File: config.mk
export PLATFORM = sky130hd
export DESIGN_NAME = ddr3_rw_arbiter
export DESIGN_NICKNAME = d
export VERILOG_FILES = /design/src/rtl/ddr3_arb_pkg.sv /design/src/rtl/ddr3_addr_ptr.sv /design/src/rtl/ddr3_rw_arbiter.sv
export SDC_FILE = /design/constraint.sdc
export NUM_CORES = 1
export LEC_CHECK = 0
export CAP_MARGIN = 5
export CORE_UTILIZATION = 46
export DETAILED_ROUTE_END_ITERATION = 6
export PLACE_DENSITY_LB_ADDON = 0.15
export REMOVE_ABC_BUFFERS = 1
export SETUP_SLACK_MARGIN = 0.02
export SYNTH_ARGS = -nofsm -noshare
export SYNTH_HDL_FRONTEND = slang
export SYNTH_HIERARCHICAL = 1
export SYNTH_SLANG_ARGS = --single-unit
File: constraint.sdc
create_clock -name clk -period 6.11 [get_ports clk]
set_clock_uncertainty 0.2 [all_clocks]
set_input_delay 1.222 -clock clk [delete_from_list [all_inputs] [get_ports clk]]
set_output_delay 1.222 -clock clk [all_outputs]
set_load 0.01 [all_outputs]
File: src/rtl/ddr3_arb_pkg.sv
// Shared types and constants for the DDR3 read/write burst arbiter.
// The optional watchdog is enabled with `define DDR3_ARB_TIMEOUT_EN.
package ddr3_arb_pkg;

    typedef enum logic [2:0] {
        IDLE,
        WR_START,
        WR_WAIT,
        RD_START,
        RD_WAIT
    } arb_state_t;

    typedef enum logic {
        WRITE,
        READ
    } grant_t;

    // One BL8 access per 128-bit beat advances app_addr by 8.
    localparam int unsigned ADDR_STEP = 8;

endpackage

File: src/rtl/ddr3_addr_ptr.sv
// Wrapping burst address pointer over one frame-buffer region, with a
// clear request that is deferred to burst completion while the side is active.
module ddr3_addr_ptr
    import ddr3_arb_pkg::*;
#(
    parameter int unsigned             ADDR_WIDTH  = 28,
    parameter int unsigned             BURST_LEN   = 64,
    parameter logic [ADDR_WIDTH-1:0]   BASE        = '0,
    parameter int unsigned             REGION_SIZE = 32'h0200000
) (
    input  logic                  clk,
    input  logic                  rst_n,
    input  logic                  active,
    input  logic                  adv,
    input  logic                  clr,
    output logic [ADDR_WIDTH-1:0] addr
);

    localparam logic [ADDR_WIDTH-1:0] STEP = ADDR_WIDTH'(BURST_LEN * ADDR_STEP);
    localparam logic [ADDR_WIDTH-1:0] LAST = ADDR_WIDTH'(REGION_SIZE - BURST_LEN * ADDR_STEP);

    logic [ADDR_WIDTH-1:0] offset;
    logic                  pending;

    always_ff @(posedge clk) begin
        if (!rst_n) begin
            offset  <= '0;
            pending <= 1'b0;
        end else if (adv) begin
            // A pending or coincident clear takes priority over the increment.
            offset  <= (clr || pending) ? '0 : ((offset == LAST) ? '0 : offset + STEP);
            pending <= 1'b0;
        end else if (clr) begin
            if (active) begin
                pending <= 1'b1;
            end else begin
                offset  <= '0;
                pending <= 1'b0;
            end
        end else if (pending && !active) begin
            // Burst ended without completing (watchdog abort): apply the clear now.
            offset  <= '0;
            pending <= 1'b0;
        end
    end

    assign addr = BASE + offset;

endmodule

File: src/rtl/ddr3_rw_arbiter.sv
// Round-robin scheduler of write/read bursts onto the single MIG user port.
// Optional burst watchdog: `define DDR3_ARB_TIMEOUT_EN.
module ddr3_rw_arbiter
    import ddr3_arb_pkg::*;
#(
    parameter int unsigned           ADDR_WIDTH    = 28,
    parameter int unsigned           BURST_LEN     = 64,
    parameter logic [ADDR_WIDTH-1:0] WR_BASE       = '0,
    parameter logic [ADDR_WIDTH-1:0] RD_BASE       = '0,
    parameter int unsigned           REGION_SIZE   = 32'h0200000,
    parameter int unsigned           FIFO_CNT_W    = 10,
    parameter int unsigned           RD_FIFO_DEPTH = 512,
    parameter int unsigned           TIMEOUT       = 4096
) (
    input  logic                  clk,
    input  logic                  rst_n,
    input  logic                  init_calib_complete,
    input  logic [FIFO_CNT_W-1:0] wr_fifo_cnt,
    input  logic [FIFO_CNT_W-1:0] rd_fifo_cnt,
    input  logic                  wr_addr_clr,
    input  logic                  rd_addr_clr,
    output logic                  wr_burst_start,
    output logic [ADDR_WIDTH-1:0] wr_burst_len,
    output logic [ADDR_WIDTH-1:0] wr_burst_addr,
    input  logic                  wr_burst_done,
    output logic                  rd_burst_start,
    output logic [ADDR_WIDTH-1:0] rd_burst_len,
    output logic [ADDR_WIDTH-1:0] rd_burst_addr,
    input  logic                  rd_burst_done,
    output logic                  mig_sel,
    output logic                  arb_busy,
    output logic                  timeout_err
);

    localparam logic [FIFO_CNT_W-1:0] WR_THRESH = FIFO_CNT_W'(BURST_LEN);
    localparam logic [FIFO_CNT_W-1:0] RD_THRESH = FIFO_CNT_W'(RD_FIFO_DEPTH - BURST_LEN);

    arb_state_t state;
    grant_t     last_grant;
    logic       wr_req, rd_req;
    logic       wr_active, rd_active, wr_adv, rd_adv;
    logic       tmo_hit;

    assign wr_req    = (wr_fifo_cnt >= WR_THRESH);
    assign rd_req    = (rd_fifo_cnt <= RD_THRESH);
    assign wr_active = (state == WR_START) || (state == WR_WAIT);
    assign rd_active = (state == RD_START) || (state == RD_WAIT);
    assign wr_adv    = (state == WR_WAIT) && wr_burst_done;
    assign rd_adv    = (state == RD_WAIT) && rd_burst_done;

    assign wr_burst_len = ADDR_WIDTH'(BURST_LEN);
    assign rd_burst_len = ADDR_WIDTH'(BURST_LEN);

`ifdef DDR3_ARB_TIMEOUT_EN
    localparam int unsigned TMO_W = (TIMEOUT > 2) ? $clog2(TIMEOUT) : 1;

    logic [TMO_W-1:0] tmo_cnt;
    logic             tmo_flag;

    assign tmo_hit     = (tmo_cnt == TMO_W'(TIMEOUT - 1));
    assign timeout_err = tmo_flag;

    always_ff @(posedge clk) begin
        if (!rst_n) begin
            tmo_cnt  <= '0;
            tmo_flag <= 1'b0;
        end else begin
            tmo_cnt <= (state == WR_WAIT || state == RD_WAIT) ? tmo_cnt + TMO_W'(1) : '0;
            if ((state == WR_WAIT && !wr_burst_done && tmo_hit) ||
                (state == RD_WAIT && !rd_burst_done && tmo_hit))
                tmo_flag <= 1'b1;
        end
    end
`else
    assign tmo_hit     = 1'b0;
    assign timeout_err = 1'b0;
`endif

    always_ff @(posedge clk) begin
        if (!rst_n) begin
            state          <= IDLE;
            last_grant     <= READ;
            wr_burst_start <= 1'b0;
            rd_burst_start <= 1'b0;
            mig_sel        <= 1'b0;
            arb_busy       <= 1'b0;
        end else begin
            wr_burst_start <= 1'b0;
            rd_burst_start <= 1'b0;
            case (state)
                IDLE: begin
                    if (init_calib_complete) begin
                        if (wr_req && (!rd_req || last_grant == READ)) begin
                            state          <= WR_START;
                            wr_burst_start <= 1'b1;
                            mig_sel        <= 1'b1;
                            arb_busy       <= 1'b1;
                        end else if (rd_req) begin
                            state          <= RD_START;
                            rd_burst_start <= 1'b1;
                            mig_sel        <= 1'b0;
                            arb_busy       <= 1'b1;
                        end
                    end
                end
                WR_START: begin
                    state      <= WR_WAIT;
                    last_grant <= WRITE;
                end
                WR_WAIT: begin
                    if (wr_burst_done || tmo_hit) begin
                        state    <= IDLE;
                        arb_busy <= 1'b0;
                    end
                end
                RD_START: begin
                    state      <= RD_WAIT;
                    last_grant <= READ;
                end
                RD_WAIT: begin
                    if (rd_burst_done || tmo_hit) begin
                        state    <= IDLE;
                        arb_busy <= 1'b0;
                    end
                end
                default: begin
                    state    <= IDLE;
                    arb_busy <= 1'b0;
                end
            endcase
        end
    end

    ddr3_addr_ptr #(
        .ADDR_WIDTH (ADDR_WIDTH),
        .BURST_LEN  (BURST_LEN),
        .BASE       (WR_BASE),
        .REGION_SIZE(REGION_SIZE)
    ) u_wr_ptr (
        .clk   (clk),
        .rst_n (rst_n),
        .active(wr_active),
        .adv   (wr_adv),
        .clr   (wr_addr_clr),
        .addr  (wr_burst_addr)
    );

    ddr3_addr_ptr #(
        .ADDR_WIDTH (ADDR_WIDTH),
        .BURST_LEN  (BURST_LEN),
        .BASE       (RD_BASE),
        .REGION_SIZE(REGION_SIZE)
    ) u_rd_ptr (
        .clk   (clk),
        .rst_n (rst_n),
        .active(rd_active),
        .adv   (rd_adv),
        .clr   (rd_addr_clr),
        .addr  (rd_burst_addr)
    );

endmodule

==> results of run 1 <==
## sequential cells by signal, summed over array words and instances, names as in the netlist
name,flops
rd_burst_start,1
wr_burst_start,1
u_wr_ptr/offset,19
u_rd_ptr/pending,1
u_rd_ptr/offset,19
last_grant,1
u_wr_ptr/pending,1
state,3
arb_busy,1
mig_sel,1
## metal layers
| layer | vias to the layer above | routed length (um) |
|---|---|---|
| met5 | - | 0 |
| met4 | 0 | 0 |
| met3 | 0 | 461 |
| met2 | 111 | 2800 |
| met1 | 1234 | 3140 |
| li1 | 1320 | - |
## power groups by stage
stage | clock, mW | combinational (mW) | sequential, mW
global placement | 0 | 0.0740 | 0.328
CTS | 0.238 | 0.0751 | 0.321
floorplan | 0 | 0.0455 | 0.329
global route | 0.253 | 0.0835 | 0.322
detailed placement | 0 | 0.0749 | 0.328
finish | 0.232 | 0.0762 | 0.321
## critical path, delay by kind of cell
family	cells	cell delay [ns]
AO/OA/AOI/OAI	2	0.94
AND/OR/NAND/NOR	4	1.06
buffers and inverters	1	0.48
## layout make-up
cell class / instances / share of cell area, %
multi-input cells: 307 / 50.1
flip-flops and latches: 48 / 26.3
repair buffers: 62 / 17.0
well taps: 77 / 2.63
clock buffers: 5 / 1.88
clock inverters: 3 / 1.16
inverters: 10 / 1.03
## path summary, 6_finish.rpt
check                              startpoint                  end  slack, ns  cells after the start
worst max-delay path            wr_burst_done  u_wr_ptr/offset[25]       2.44                      7
worst min-delay path                 arb_busy             arb_busy       0.29                      1
worst max register to register       state[0]  u_rd_ptr/offset[25]       3.32                      6
worst min register to register       arb_busy             arb_busy       0.29                      1
## cells by family after synthesis
| logic type | synth area share [%] |
|---|---|
| DFF | 30.3 |
| adders and majority gates | 0.788 |
| other | 0.473 |
| buffers and inverters | 20.4 |
| AOI/OAI and AO/OA | 17.7 |
| xor gates and xnor gates | 2.76 |
| and+or+nand+nor | 27.6 |
## synthesized netlist by cell type, drive strengths merged, types with 2 or more instances
cell	number
buf	79
nand3b	7
nor4b	2
o21a	2
a22oi	8
or2b	2
a31oi	15
xnor2	8
inv	10
and4	6
nand4	11
a22o	4
or4	2
and2	3
a21o	2
clkbuf	4
nand3	22
nand2	20
a211oi	4
nand4b	2
conb	4
and3	2
a21oi	27
or3b	4
ha	2
nor2	28
a31o	2
o21ai	23
nor3	7
dfxtp	48
or4b	2
nor4	8
xor2	2
## through the flow
step / std cells / worst slack, ns / hold slack (ns) / util [%] / cell area, um^2
after CTS: 512 / 2.48 / 0.304 / 56.3 / 3660
after global placement: 504 / 2.16 / 0.270 / 54.6 / 3550
after floorplan: 365 / 3.05 / 0.276 / - / 2830
final: 512 / 2.44 / 0.294 / 56.3 / 3660
after detailed placement: 504 / 2.17 / 0.281 / 54.6 / 3550
after global routing: 512 / 2.33 / 0.331 / 56.3 / 3660
==> results by group, run 1 <==
Run status
  • Outcome: complete, no violations

Power and ir drop
  • Leakage power: around 1.4 nW
  • Peak supply drop: 0.133 mV
  • Net switching power: about 170 uW
  • Clock network fraction of total power: around 37%
  • Total power: around 630 uW
  • Switching Fraction: roughly a quarter
  • Cell Int Power: roughly 460 uW
  • Seq pwr share: slightly above 50%
  • Pwr/cell area: 172 nW/um^2
  • Combinational Power Share: between 10 and 15%

Yosys
  • Asr flop ratio synth: 0%
  • Ys flop type: dfxtp_1
  • Post-Syn Area: ~3200 um^2
  • Synth warn: 6
  • Sequential cell area fraction in the yosys report: a little under a third
  • #FFs+latches synth: 48
  • Mean Syn Cell Area: between 8 and 9 um^2
  • EDFF count, synth: 0
  • Top-area cell type share of the netlist area: 30.3%
  • Area leader, netlist: dfxtp_1
  • Largest cells by area after synthesis: dfxtp_1, buf_4, nor4_4
  • Post-synthesis cell count: around 380
  • Distinct cells, synth: 50

Setup path
  • CP required: around 6.1 ns
  • Slowest-stage cell, CP: a21oi_1
  • Startpoint Class: input pin
  • Worst EP arrival: about 3.7 ns
  • Worst-path maximum fanout: 12
  • Worst path cell trace: clkdlybuf4s50_1 > and3_1 > and2_1 > nand2_1 > a21oi_1 > or4b_1 > a31oi_1
  • CP Capture Type: flip-flop
  • Kind of critical path: input pin to flip-flop
  • CP max stage delay: a little under 0.8 ns

Layout
  • Reg area: 961 um^2
  • Multi-input logic area: 1830 um^2
  • Fillers: roughly 610
  • Commonest non-fill, non-tap cells in the layout: conb_1, clkdlybuf4s50_1, dfxtp_1
  • Ant diodes: 0
  • Syn-to-layout area delta: 15.3%
  • Share of cells above drive strength 1: 8.74%
  • Final #Nets: ~460
  • Commonest non-fill, non-tap cell in the layout: conb_1

Global routing
  • Largest net degree at the start of global routing: 16
  • Met3 GRT Util: 4.28%
  • Antenna violations before repair: 0
  • Overflow after GRT: 0
  • Met2 usage: 26.4%
  • Global-route wire length before repair: just over 10000 um
  • GRT Overall Usage: about 17%
  • Grt peak-use layer: met2
  • Grt met1 use: between 20% and 30%
  • Vias in the first global route: roughly 2200

Timing
  • Max-slew violations: 0
  • RSZ-0062 raised after global routing: no
  • Hold Violations, Final: 0
  • Final setup fails: 0
  • Setup TNS: 0 ns
  • Rel. slew slack: ~36%
  • Part of the cycle the worst path needs: roughly three fifths
  • Measured slew at the worst slew-check pin: approximately 0.96 ns
  • Highest Clock Rate: 273 MHz
  • Crit path time final: about 3.7 ns

Clocking
  • H-tree depth: 2
  • Skew-Pair Late Insertion Delay: approximately 0.3 ns
  • CTS hold repair buffers: 0
  • Post-CTS Setup Bufs: 0
  • Root Driver: clkbuf_8
  • Post-CTS resize count: 0
  • CTS Buf Count: 5
  • Num Clock Sinks: 48
  • CTS tree: yes
  • Clock Path Buffers: 2
  • Clk slew on worst S/H paths: approximately 0.1 ns

Detailed routing
  • Drt wl/cell: between 10 and 15 um
  • Drc violations: 0
  • Vias per cell: ~5.2
  • Iter 0 DRT Violations: between 80 and 90
  • Antenna-violating nets left: 0
  • Vias: 2665
  • Pre-antenna DRT Iters: 6
  • Routed WL: between 6000 and 7000 um

Floorplanning
  • Die width: about 85 um
  • Num rows: 29
  • IO Pins: 144
  • Core box area: 6490 um^2
  • Die area: between 7000 and 8000 um^2
  • Starting Density: 48.9%
  • Die Span Y: about 85 um

Worst hold path
  • Worst Hold Class: flip-flop to flip-flop

Placement
  • Input/output buffers: 62
  • Hpwl dp: between 4000 and 5000 um
  • RePlAce Congestion: about 0.81

Job
  • Max Cap Viol: 0
Note: power is estimated with default switching activity, not from simulation.
==> run 2, diff against run 1 <==
CORE_UTILIZATION = 38   (was 46)
clock period = 3.2 ns   (was 6.11 ns; I/O delays follow)
==> results by group, run 2 (same netlist as run 1, synthesis figures left out) <==
Clocking
  • Post-CTS resize count: 0 (unchanged)
  • CTS hold repair buffers: 0 (unchanged)
  • Num Clock Sinks: 48 (unchanged)
  • CTS tree: yes
  • Post-CTS Setup Bufs: 0 (unchanged)
  • Clock Path Buffers: 2 (unchanged)
  • Skew-Pair Late Insertion Delay: 0.30 ns (about the same)
  • Clk slew on worst S/H paths: 0.10 ns (about the same)
  • Root Driver: clkbuf_8
  • CTS Buf Count: 5 (unchanged)
  • H-tree depth: 2 (unchanged)

Floorplanning
  • IO Pins: 144 (unchanged)
  • Num rows: 32 (+10%)
  • Die Span Y: 93.4 um (+9.8%)
  • Die width: 93.4 um (+9.8%)
  • Die area: 8720 um^2 (+21%)
  • Core box area: 7890 um^2 (+21%)
  • Starting Density: 40.2% (-8.6 points)

Run status
  • Outcome: complete, no violations

Worst hold path
  • Hold Startpoint: mig_sel
  • Hold path cells: 2 (+1)
  • Worst Hold End: mig_sel
  • Worst Hold Class: flip-flop to flip-flop

Timing
  • Highest Clock Rate: approximately 400 MHz
  • Part of the cycle the worst path needs: about four fifths
  • Final setup fails: 0 (unchanged)
  • Final worst slack: 0.670 ns (-1.77 ns)
  • Setup TNS: 0 ns (unchanged)
  • Hold Violations, Final: 0 (unchanged)
  • Crit path time final: around 2.5 ns
  • Rel. slew slack: 60.8% (+25 points)
  • Max-slew violations: 0 (unchanged)
  • RSZ-0062 raised after global routing: no
  • Measured slew at the worst slew-check pin: 0.582 ns (-0.377 ns)
  • Final hold slack: 0.298 ns (+0.00383 ns)

Placement
  • RePlAce Congestion: 0.746 (-8.5%)
  • Hpwl dp: 5050 um (+8.2%)
  • Post-DP Area: 3660 um^2 (+3.2%)
  • Input/output buffers: 62 (unchanged)
  • Pre-CTS setup slack: 0.378 ns (-1.79 ns)
  • # placed instances: 540 (+7.1%)

Layout
  • Commonest non-fill, non-tap cell in the layout: conb_1
  • Cell area after layout: 3770 um^2 (+3.1%)
  • Post-layout instance count excluding filler cells: 548 (+7.0%)
  • Largest registers: u_rd_ptr/offset x19, u_wr_ptr/offset x19, state x3
  • Post-layout util: 47.8% (-8.5 points)
  • Commonest non-fill, non-tap cells in the layout: conb_1, clkdlybuf4s50_1, dfxtp_1
  • Final #Nets: 474 (+2.4%)
  • Fillers: 804 (+33%)
  • Syn-to-layout area delta: 18.8%
  • Ant diodes: 0 (unchanged)
  • Share of cells above drive strength 1: 11.0% (+2.3 points)

Global routing
  • Global-route wire length before repair: 10700 um (+3.6%)
  • Vias in the first global route: 2183 (-1.5%)
  • Largest net degree at the start of global routing: 16 (unchanged)
  • Antenna violations before repair: 0 (unchanged)
  • GRT Overall Usage: 15.1% (-2.0 points)
  • Overflow after GRT: 0 (unchanged)

Detailed routing
  • Vias: 2694 (+1.1%)
  • Pre-antenna DRT Iters: 4 (-2)
  • Antenna-violating nets left: 0 (unchanged)
  • Vias per cell: 4.92 (-5.6%)
  • Iter 0 DRT Violations: 74 (-16%)
  • Drt wl/cell: 12.5 um (-0.42%)
  • Routed WL: 6830 um (+6.6%)
  • Drc violations: 0 (unchanged)

Setup path
  • Reg2Reg Setup Slack: 0.92 ns (-2.40 ns)
  • Startpoint Class: input pin
  • CP Capture Type: flip-flop
  • R2R Path End: u_rd_ptr/offset[25]
  • CP required: 3.24 ns (-2.90 ns)
  • Worst-path maximum fanout: 5 (-7)
  • R2R cell count: 6 (unchanged)
  • Kind of critical path: input pin to flip-flop
  • Worst EP arrival: 2.57 ns (-1.13 ns)
  • Crit Reg-Reg Startpoint: u_rd_ptr/offset[9]

Power and ir drop
  • Peak supply drop: 0.189 mV (+42%)
  • Leakage power: 1.43 nW (+3.9%)
  • Pwr/cell area: 321 nW/um^2 (+87%)
  • Total power: 1.21 mW (+93%)

Job
  • Max Cap Viol: 0 (unchanged)
-- run 2: cell types whose count changed in the layout (fill, tap and decap cells not counted), sizes merged --
cell	before	now
buf	0	11
-- run 2: routing by layer --
metal / up-vias / global-route usage [%] / wire (um)
li1: 1345 / - / -
met1: 1249 / 21.3 / 3310
met2: 98 / 23.6 / 3050
met3: 2 / 3.66 / 453
met4: 0 / 2.69 / 17
met5: - / 0 / 0
-- run 2: where the power goes --
| group | internal, mW | total [mW] | switching [mW] |
|---|---|---|---|
| registers | 0.606 | 0.612 | 0.00645 |
| logic | 0.0550 | 0.154 | 0.0989 |
| clock network | 0.232 | 0.446 | 0.214 |
| total | 0.893 | 1.21 | 0.319 |
-- run 2: final cells by class --
type	instances	area, um^2	area share [%]
clock buffers	5	68.8	1.82
clock inverters	3	42.5	1.13
inverters	10	37.5	0.995
multi-input cells	307	1830	48.6
flip-flops and latches	48	961	25.5
well taps	102	128	3.38
repair buffers	73	703	18.6
-- run 2: worst max-delay path, cell delays in order --
cell	delay, ns
clkdlybuf4s50_1	0.47
and3_1	0.17
and2_1	0.22
nand2_1	0.09
a21oi_1	0.31
or4b_1	0.48
a31oi_1	0.17
-- run 2: worst max-delay path by stage --
stage | slack (ns) | startpoint | cells past startpoint | to
2_1_floorplan | 0.72 | wr_burst_done | 6 | u_wr_ptr/offset[25]
3_3_place_gp | 0.40 | wr_burst_done | 7 | u_wr_ptr/offset[25]
3_5_place_dp | 0.38 | wr_burst_done | 7 | u_wr_ptr/offset[25]
4_1_cts | 0.69 | wr_burst_done | 7 | u_wr_ptr/offset[25]
5_1_grt | 0.53 | wr_burst_done | 7 | u_wr_ptr/offset[25]
6_report | 0.67 | wr_burst_done | 7 | u_wr_ptr/offset[25]
==> run 3, diff against run 2 <==
clock period = 2.1 ns   (was 3.2 ns; I/O delays follow)
==> results by group, run 3 (same netlist as run 1, synthesis figures left out) <==
Placement
  • Pre-CTS setup slack: -0.366 ns (-0.745 ns)
  • RePlAce Congestion: 0.780 (+4.6%)
  • Hpwl dp: 5600 um (+11%)
  • Input/output buffers: 62 (unchanged)

Setup path
  • Worst EP arrival: 2.02 ns (-0.55 ns)
  • CP required: 2.09 ns (-1.15 ns)
  • Kind of critical path: flip-flop to flip-flop
  • WP buf/inv: 2 (+1)
  • CP max stage delay: 0.55 ns (+0.07 ns)
  • CP Capture Type: flip-flop
  • R2R Path End: u_rd_ptr/offset[24]
  • Crit Reg-Reg Startpoint: u_rd_ptr/offset[26]
  • Slowest-stage cell, CP: or4_4
  • Worst path cell trace: or4_4 > nor4_4 > buf_4 > a21oi_4 > buf_6 > a21o_1 > a22o_1
  • Worst-path maximum fanout: 5 (unchanged)
  • CP delay by family, top: simple AND/OR/NAND/NOR gates
  • Reg2Reg Setup Slack: 0.07 ns (-0.85 ns)
  • Startpoint Class: flip-flop
  • R2R cell count: 7 (+1)

Layout
  • Commonest non-fill, non-tap cells in the layout: conb_1, clkdlybuf4s50_1, buf_4
  • Fillers: 753 (-6.3%)
  • Final #Nets: 526 (+11%)
  • Commonest non-fill, non-tap cell in the layout: conb_1
  • Ant diodes: 0 (unchanged)
  • Largest registers: u_rd_ptr/offset x19, u_wr_ptr/offset x19, state x3
  • Reg area: 981 um^2 (+2.1%)
  • Multi-input logic area: 1880 um^2 (+2.5%)
  • Syn-to-layout area delta: 32.9%
  • Share of cells above drive strength 1: 24.3% (+13 points)

Timing
  • Final worst slack: 0.0696 ns (-0.600 ns)
  • Highest Clock Rate: 493 MHz
  • RSZ-0062 raised after global routing: yes
  • Max-slew violations: 0 (unchanged)
  • Rel. slew slack: 61.1% (+0.37 points)
  • Measured slew at the worst slew-check pin: 0.577 ns (-0.00546 ns)
  • Final hold slack: 0.287 ns (-0.0106 ns)
  • Final setup fails: 0 (unchanged)
  • Part of the cycle the worst path needs: between 90% and 100%
  • Crit path time final: approximately 2 ns
  • Hold Violations, Final: 0 (unchanged)

Worst hold path
  • Worst Hold Class: flip-flop to flip-flop
  • Hold Startpoint: mig_sel
  • Hold path cells: 2 (unchanged)
  • Worst Hold End: mig_sel

Floorplanning
  • Die width: 93.4 um (unchanged)
  • Starting Density: 40.2% (unchanged)
  • Die Span Y: 93.4 um (unchanged)
  • Core box area: 7890 um^2 (unchanged)
  • Die area: 8720 um^2 (unchanged)
  • Num rows: 32 (unchanged)
  • IO Pins: 144 (unchanged)

Detailed routing
  • Vias: 2919 (+8.4%)
  • Routed WL: 7410 um (+8.5%)
  • Antenna-violating nets left: 0 (unchanged)
  • Pre-antenna DRT Iters: 4 (unchanged)
  • Drc violations: 0 (unchanged)
  • Vias per cell: 4.87 (-1.0%)
  • Drt wl/cell: 12.3 um (-0.94%)
  • Iter 0 DRT Violations: 82 (+11%)

Power and ir drop
  • Peak supply drop: 0.281 mV (+49%)
  • Pwr/cell area: 414 nW/um^2 (+29%)
  • Leakage power: 1.70 nW (+19%)
  • Total power: 1.75 mW (+44%)

Clocking
  • Root Driver: clkbuf_8
  • H-tree depth: 2 (unchanged)
  • Clock Path Buffers: 2 (unchanged)
  • CTS Buf Count: 5 (unchanged)
  • CTS hold repair buffers: 0 (unchanged)
  • Clk slew on worst S/H paths: 0.09 ns (about the same)
  • Skew-Pair Late Insertion Delay: 0.30 ns (about the same)
  • CTS tree: yes
  • Num Clock Sinks: 48 (unchanged)

Global routing
  • Global-route wire length before repair: 11600 um (+8.4%)
  • Vias in the first global route: 2531 (+16%)
  • Antenna violations before repair: 0 (unchanged)
  • Largest net degree at the start of global routing: 17 (+1)
  • GRT Overall Usage: 16.3% (+1.1 points)
  • Overflow after GRT: 0 (unchanged)

Run status
  • Outcome: complete, no violations

Job
  • Max Cap Viol: 0 (unchanged)
[run 3: area by class of cell]
class,count,area share (%)
clock buffer,5,1.63
clock inverter,3,0.563
inverter,10,0.890
multi-input combinational,307,44.5
sequential,48,23.3
tap,102,3.02
timing repair buffer,125,26.2
[run 3: timing repair]
action | 4_1_cts | 5_1_grt
setup buffers | 4 | 4
endpoints found under the hold margin | 0 | 0
pin swaps | 5 | 7
endpoints found under the setup margin | 3 | 25
resized for setup | 5 | 23
[run 3: per-layer routing]
metal / GRT usage, % / routed length (um)
met1: 22.0 / 3460
met2: 26.8 / 3400
met3: 3.25 / 531
met4: 3.08 / 21
met5: 0 / 0
[run 3: worst register-to-register path, stage by stage (launching register included)]
cell,delay (ns)
dfxtp_2,0.33
or4_4,0.55
nor4_4,0.14
buf_4,0.18
a21oi_4,0.07
buf_6,0.13
a21o_1,0.17
a22o_1,0.17
[run 3: worst max path at each step]
stage	slack, ns	end	depth (start not counted)	startpoint
detailed placement	-0.37	u_wr_ptr/offset[25]	7	wr_burst_done
global placement	-0.34	u_wr_ptr/offset[25]	7	wr_burst_done
global route	-0.01	u_wr_ptr/offset[24]	6	u_wr_ptr/offset[24]
finish	0.07	u_rd_ptr/offset[24]	7	u_rd_ptr/offset[26]
floorplan	-0.16	u_wr_ptr/offset[25]	6	wr_burst_done
CTS	0.005	u_wr_ptr/offset[25]	7	wr_burst_done
[run 3: per-stage QoR]
step	setup TNS [ns]	util [%]	std cells	cell area, um^2
final	0	53.5	600	4220
after global routing	-0.0117	53.5	600	4220
after CTS	0	52.4	596	4130
after detailed placement	-4.80	50.6	584	3990
after global placement	-4.15	50.6	584	3990
after floorplan	-0.421	-	365	2830
[run 3: power by group]
group | total [mW] | switching (mW) | leakage [nW] | internal, mW
Clock | 0.565 | 0.329 | 0.0404 | 0.236
Combinational | 0.252 | 0.156 | 1.26 | 0.0962
Sequential | 0.931 | 0.00969 | 0.395 | 0.922
Total | 1.75 | 0.494 | 1.70 | 1.25
